[config.mk]
export PLATFORM = sky130hd
export DESIGN_NAME = pio_edge_poller
export DESIGN_NICKNAME = d
export VERILOG_FILES = /design/src/rtl/pio_poll_pkg.sv /design/src/rtl/pio_poll_timer.sv /design/src/rtl/pio_edge_poller.sv
export SDC_FILE = /design/constraint.sdc
export NUM_CORES = 1
export LEC_CHECK = 0
export BUFFER_PORTS_ARGS = -buffer_cell sky130_fd_sc_hd__buf_4
export CORE_ASPECT_RATIO = 1.4
export CORE_MARGIN = 2
export CORE_UTILIZATION = 49
export CTS_BUF_LIST = sky130_fd_sc_hd__clkbuf_4
export DETAILED_ROUTE_END_ITERATION = 7
export GPL_TIMING_DRIVEN = 1
export PLACE_DENSITY = 0.78
export SYNTH_ARGS = -nofsm -noshare
export SYNTH_HDL_FRONTEND = slang
export SYNTH_SLANG_ARGS = --single-unit
[constraint.sdc]
create_clock -name clk -period 2.3 [get_ports clk]
set_clock_uncertainty 0.2 [all_clocks]
set_input_delay 0.115 -clock clk [delete_from_list [all_inputs] [get_ports clk]]
set_output_delay 0.115 -clock clk [all_outputs]
set_load 0.01 [all_outputs]
[src/rtl/pio_poll_pkg.sv]
// Shared poller types: FSM state, slave register addresses and the per-state bus/stream decode.
package pio_poll_pkg;

    typedef enum logic [2:0] {
        IDLE,
        CAP_ADDR,
        CAP_DATA,
        CLEAR,
        LVL_ADDR,
        LVL_DATA,
        EMIT
    } state_t;

    localparam logic [1:0] ADDR_DATA = 2'd0;
    localparam logic [1:0] ADDR_EDGE = 2'd3;

    typedef struct packed {
        logic [1:0] addr;
        logic       cs;
        logic       write_n;
        logic       busy;
        logic       vld;
    } ctl_t;

    // Registered control outputs for the state being entered.
    function automatic ctl_t ctl_of(state_t s);
        ctl_t c;
        c.addr    = ADDR_DATA;
        c.cs      = 1'b0;
        c.write_n = 1'b1;
        c.busy    = (s != IDLE);
        c.vld     = 1'b0;
        case (s)
            CAP_ADDR, CAP_DATA: begin
                c.addr = ADDR_EDGE;
                c.cs   = 1'b1;
            end
            CLEAR: begin
                c.addr    = ADDR_EDGE;
                c.cs      = 1'b1;
                c.write_n = 1'b0;
            end
            LVL_ADDR, LVL_DATA: c.cs = 1'b1;
            EMIT:               c.vld = 1'b1;
            default: ;
        endcase
        return c;
    endfunction

endpackage

[src/rtl/pio_poll_timer.sv]
// Poll interval down-counter (runs only while allowed, reloads on expiry or when held) and
// free-running 32-bit timestamp; expired is combinational from the registered count.
module pio_poll_timer #(
    parameter int unsigned POLL_INTERVAL = 1000
) (
    input  logic        clk,
    input  logic        reset,
    input  logic        run,
    output logic        expired,
    output logic [31:0] timestamp
);

    localparam logic [23:0] RELOAD = 24'(POLL_INTERVAL - 1);

    logic [23:0] count;

    always_ff @(posedge clk) begin
        if (reset) begin
            count     <= RELOAD;
            timestamp <= '0;
        end else begin
            timestamp <= timestamp + 32'd1;
            if (!run || count == '0) begin
                count <= RELOAD;
            end else begin
                count <= count - 24'd1;
            end
        end
    end

    assign expired = run && (count == '0);

endmodule

[src/rtl/pio_edge_poller.sv]
// Avalon-MM poller of the edge-capture PIO: read capture, clear, read level, emit timestamped event.
// Expiry to ev_valid is 6 cycles; ev_ready low stalls in EMIT with the bus idle.
module pio_edge_poller
    import pio_poll_pkg::*;
#(
    parameter int unsigned POLL_INTERVAL = 1000,
    parameter int          DATA_W        = 32,
    parameter logic [15:0] SEQ_START     = 16'd0
) (
    input  logic              clk,
    input  logic              reset,
    input  logic              enable,
    output logic [1:0]        m_address,
    output logic              m_chipselect,
    output logic              m_write_n,
    output logic [DATA_W-1:0] m_writedata,
    input  logic [DATA_W-1:0] m_readdata,
    output logic              ev_valid,
    input  logic              ev_ready,
    output logic [DATA_W-1:0] ev_mask,
    output logic [DATA_W-1:0] ev_level,
    output logic [31:0]       ev_time,
    output logic [15:0]       ev_seq,
    output logic              busy
);

    state_t            state;
    ctl_t              ctl;
    logic              poll_run;
    logic              expired;
    logic [31:0]       timestamp;
    logic [DATA_W-1:0] mask_q;
    logic [DATA_W-1:0] level_q;
    logic [31:0]       time_q;
    logic [15:0]       seq_q;

    assign poll_run = (state == IDLE) && enable;

    pio_poll_timer #(
        .POLL_INTERVAL(POLL_INTERVAL)
    ) u_timer (
        .clk      (clk),
        .reset    (reset),
        .run      (poll_run),
        .expired  (expired),
        .timestamp(timestamp)
    );

    // ctl is always loaded together with state so bus strobes come straight from flops.
    always_ff @(posedge clk) begin
        if (reset) begin
            state   <= IDLE;
            ctl     <= ctl_of(IDLE);
            mask_q  <= '0;
            level_q <= '0;
            time_q  <= '0;
            seq_q   <= SEQ_START;
        end else begin
            case (state)
                IDLE: begin
                    if (expired) begin
                        state <= CAP_ADDR;
                        ctl   <= ctl_of(CAP_ADDR);
                    end
                end
                CAP_ADDR: begin
                    state <= CAP_DATA;
                    ctl   <= ctl_of(CAP_DATA);
                end
                CAP_DATA: begin
                    mask_q <= m_readdata;
                    time_q <= timestamp;
                    if (m_readdata == '0) begin
                        state <= IDLE;
                        ctl   <= ctl_of(IDLE);
                    end else begin
                        state <= CLEAR;
                        ctl   <= ctl_of(CLEAR);
                    end
                end
                CLEAR: begin
                    state <= LVL_ADDR;
                    ctl   <= ctl_of(LVL_ADDR);
                end
                LVL_ADDR: begin
                    state <= LVL_DATA;
                    ctl   <= ctl_of(LVL_DATA);
                end
                LVL_DATA: begin
                    level_q <= m_readdata;
                    state   <= EMIT;
                    ctl     <= ctl_of(EMIT);
                end
                EMIT: begin
                    if (ctl.vld && ev_ready) begin
                        seq_q <= seq_q + 16'd1;
                        state <= IDLE;
                        ctl   <= ctl_of(IDLE);
                    end
                end
                default: begin
                    state <= IDLE;
                    ctl   <= ctl_of(IDLE);
                end
            endcase
        end
    end

    assign m_address    = ctl.addr;
    assign m_chipselect = ctl.cs;
    assign m_write_n    = ctl.write_n;
    assign m_writedata  = '0;
    assign ev_valid     = ctl.vld;
    assign busy         = ctl.busy;
    assign ev_mask      = mask_q;
    assign ev_level     = level_q;
    assign ev_time      = time_q;
    assign ev_seq       = seq_q;

endmodule

==> flow_metrics.tcl <==
set metrics [dict create \
    hold_viol_final 0 \
    p_int_uw 4260 \
    netlist_area_sq_mm 0.00707 \
    fmax_mhz 449 \
    num_vias 6283 \
    antenna_found_initial 1 \
    coreArea_sq_mm 0.0140 \
    synth-main-ff-cell "dfxtp_1" \
    ir_worst_vdd_mv 0.335 \
    synth_top_family_by_area "simple AND/OR/NAND/NOR gates" \
    worst_pin_slew_ns 0.514 \
    gp_congestion 0.817 \
    clockBufferDepth 2 \
    fp.dieW_um 105 \
    pwr-share-seq_pct 53.2 \
    dpl_cell_area_sq_mm 0.00832 \
    drtIter0Drc 243 \
    synth_edf_count 0 \
    sw_frac_of_total_pct 32.8 \
    hold_path.startpoint "m_readdata[26]" \
    clock_power_share_pct 24.5 \
    synthSimpleGateAreaFrac_pct 26.1 \
    seq_area_frac_synth_pct 49.9 \
    ant_nets 0 \
    rr_worst_depth 5 \
    cts_tree "yes" \
    whs_path_depth 4 \
    min_to "ev_mask[26]" \
    synthXorXnorAreaFrac_pct 7.44 \
    synth-seq-cells 176 \
    h-tree-depth 4 \
    pre_cts_ws_ns 0.0500 \
    grt_pass1_vias 5881 \
    nFillCells 1199 \
    clock-root-buffer "clkbuf_4" \
    portBuffers 153 \
    leakage_uw 0.00350 \
    critPathLaunchType "flip-flop" \
    via_per_inst 5.08 \
    synthCells 864 \
    clk_latency_ns 0.53 \
    ioPinCount 186 \
    slew_viol_final 0 \
    start_util_pct 50.6 \
    worstHoldPathType "in2reg" \
    fin_util_pct 63.8 \
    reg2reg_from "u_timer.count[9]" \
    die_h_um 146 \
    grt_max_degree 100 \
    yosys.area_share.adder_pct 0.708 \
    synthDistinctLibCells 43 \
    grt-ovfl-total 0 \
    avgRoutedWirePerCell_um 13.5 \
    p_per_area_mw_per_mm2 711 \
    drive_gt1_share_pct 20.1 \
    drt-total-wl_um 16700 \
    setup_viol 0 \
    max_slew_margin_pct 65.4 \
    synth.avg_cell_area_sq_um 8.18 \
    comb_power_share_pct 22.3 \
    synthArstFlopShare_pct 0 \
    die_area_sq_mm 0.0154 \
    worstReg2RegEnd "busy" \
    rrSetupSlack_ns 0.07 \
    drc 0 \
    crit_type "reg2reg" \
    postCtsSetupRepairBufs 0 \
    grt_pass1_wl_um 27800 \
    clkTransAtPathRegs_ns 0.15 \
    synth_warnings 0 \
    finalInstanceArea_sq_mm 0.00892 \
    synth_compound_area_share_pct 9.28 \
    fin_ws_ns 0.0744 \
    status "complete, no violations" \
    worstPathMaxFanout 4 \
    finalCritPeriodShare_pct 96.8 \
    net-switching-power_uw 2080 \
    rows 51 \
    min_period_ns 2.23 \
    critical_path_required_ns 2.56 \
    cts_buffers 17 \
    dr.pass1.iters 4 \
    place_inst 1170 \
    max_cap_violations 0 \
    place.detailed.hpwl_um 11400 \
    end_kind "flip-flop" \
    cts.sinks 176 \
    stdcell_count 1238 \
    synth_mux_area_share_pct 0.142 \
    worstPathArrival_ns 2.48 \
    area_delta_synth_final_pct 26.2 \
    rsz0062_at_grt "true" \
    grt_use_total_pct 21.8 \
    layout.nets 1079 \
]
power groups by stage:
stage / clock network (uW) / logic, uW / registers (uW)
floorplan: 0 / 795 / 3450
global placement: 0 / 1360 / 3440
detailed placement: 0 / 1370 / 3440
CTS: 1610 / 1420 / 3370
global route: 1740 / 1580 / 3400
finish: 1550 / 1410 / 3380
metrics by stage:
stage | hold WS [ns] | total power (uW) | setup TNS (ns)
2_1_floorplan | 0.0510 | 4250 | 0
3_3_place_gp | 0.182 | 4790 | 0
3_5_place_dp | 0.188 | 4810 | 0
4_1_cts | 0.130 | 6400 | 0
5_1_grt | 0.121 | 6720 | -0.0158
6_report | 0.178 | 6340 | 0
worst max path at each step:
| stage | to | start | depth (start not counted) |
|---|---|---|---|
| floorplan | busy | u_timer.count[11] | 5 |
| global placement | busy | u_timer.count[0] | 7 |
| detailed placement | m_chipselect | u_timer.count[0] | 7 |
| CTS | busy | u_timer.count[9] | 5 |
| global route | ev_valid | u_timer.count[9] | 5 |
| finish | busy | u_timer.count[9] | 5 |
logic make-up after synthesis:
logic type	Yosys count
AOI/OAI and AO/OA	125
xor gates and xnor gates	60
adders and majority gates	4
buffers and inverters	88
DFF	176
muxes	1
other	1
and+or+nand+nor	409
worst max-delay path, cell delays in order, from the launching register on:
cell and delay, ns:
dfxtp_2 0.36, or4_4 0.53, nand2b_4 0.16, or3_4 0.39, a221o_1 0.34, o22ai_1 0.17
cell usage after synthesis (7+ instances only):
| cell | count | area share [%] |
|---|---|---|
| o21ai_0 | 7 | 0.50 |
| nand2_1 | 217 | 12 |
| nor3_1 | 14 | 0.99 |
| xnor2_1 | 26 | 3.2 |
| clkbuf_1 | 42 | 2.2 |
| and3_1 | 9 | 0.80 |
| nand3_1 | 19 | 1.3 |
| nand4_1 | 22 | 1.9 |
| or3_1 | 12 | 1.1 |
| nor4_1 | 16 | 1.4 |
| buf_1 | 7 | 0.37 |
| dfxtp_1 | 176 | 50 |
| xor2_1 | 34 | 4.2 |
| a21oi_1 | 105 | 7.4 |
| nor2_1 | 72 | 3.8 |
| buf_4 | 33 | 3.5 |
routing by layer:
metal  GRT usage [%]  share of wire [%]  vias to the layer above
met5               0                  0                        -
met4            7.11                1.5                        0
met3            4.33                5.7                       18
met2            37.7                 50                      205
met1            27.0                 43                     2897
li1                -                  -                     3163
registers in the layout, indices dropped and copies added, names as in the netlist:
register / flops
ev_valid: 1
ev_mask: 32
ev_seq: 16
ev_level: 32
m_write_n: 1
busy: 1
m_chipselect: 1
u_timer.timestamp: 32
m_address: 1
state: 3
ev_time: 32
u_timer.count: 24
cells in the final DEF (no fill, tap or decap), drive strengths merged, types with 8 or more instances in the layout:
cell,n
nand3,19
and3,9
nor3,14
or3,13
buf,172
nand4,22
clkbuf,18
conb,32
a21oi,105
xor2,34
inv,12
xnor2,26
dlygate4sd3,35
dfxtp,176
nor4,17
nor2,72
nand2,217
o21ai,8
timing repair:
item,4_1_cts,5_1_grt
hold endpoints to repair,119,0
setup endpoints to repair,0,5
gates resized for setup,0,2
hold buffers,35,0
layout make-up:
cell class                 count  area [sq um]  share of cell area (%)
clock inverter                14           105                    1.18
tap                          185           231                    2.60
antenna                        1          2.50                  0.0281
clock buffer                  18           135                    1.51
multi-input combinational    631          3220                    36.1
sequential                   176          3520                    39.5
inverter                       6          22.5                   0.252
timing repair buffer         207          1680                    18.8
No activity file was read; power rests on OpenSTA's default activity.
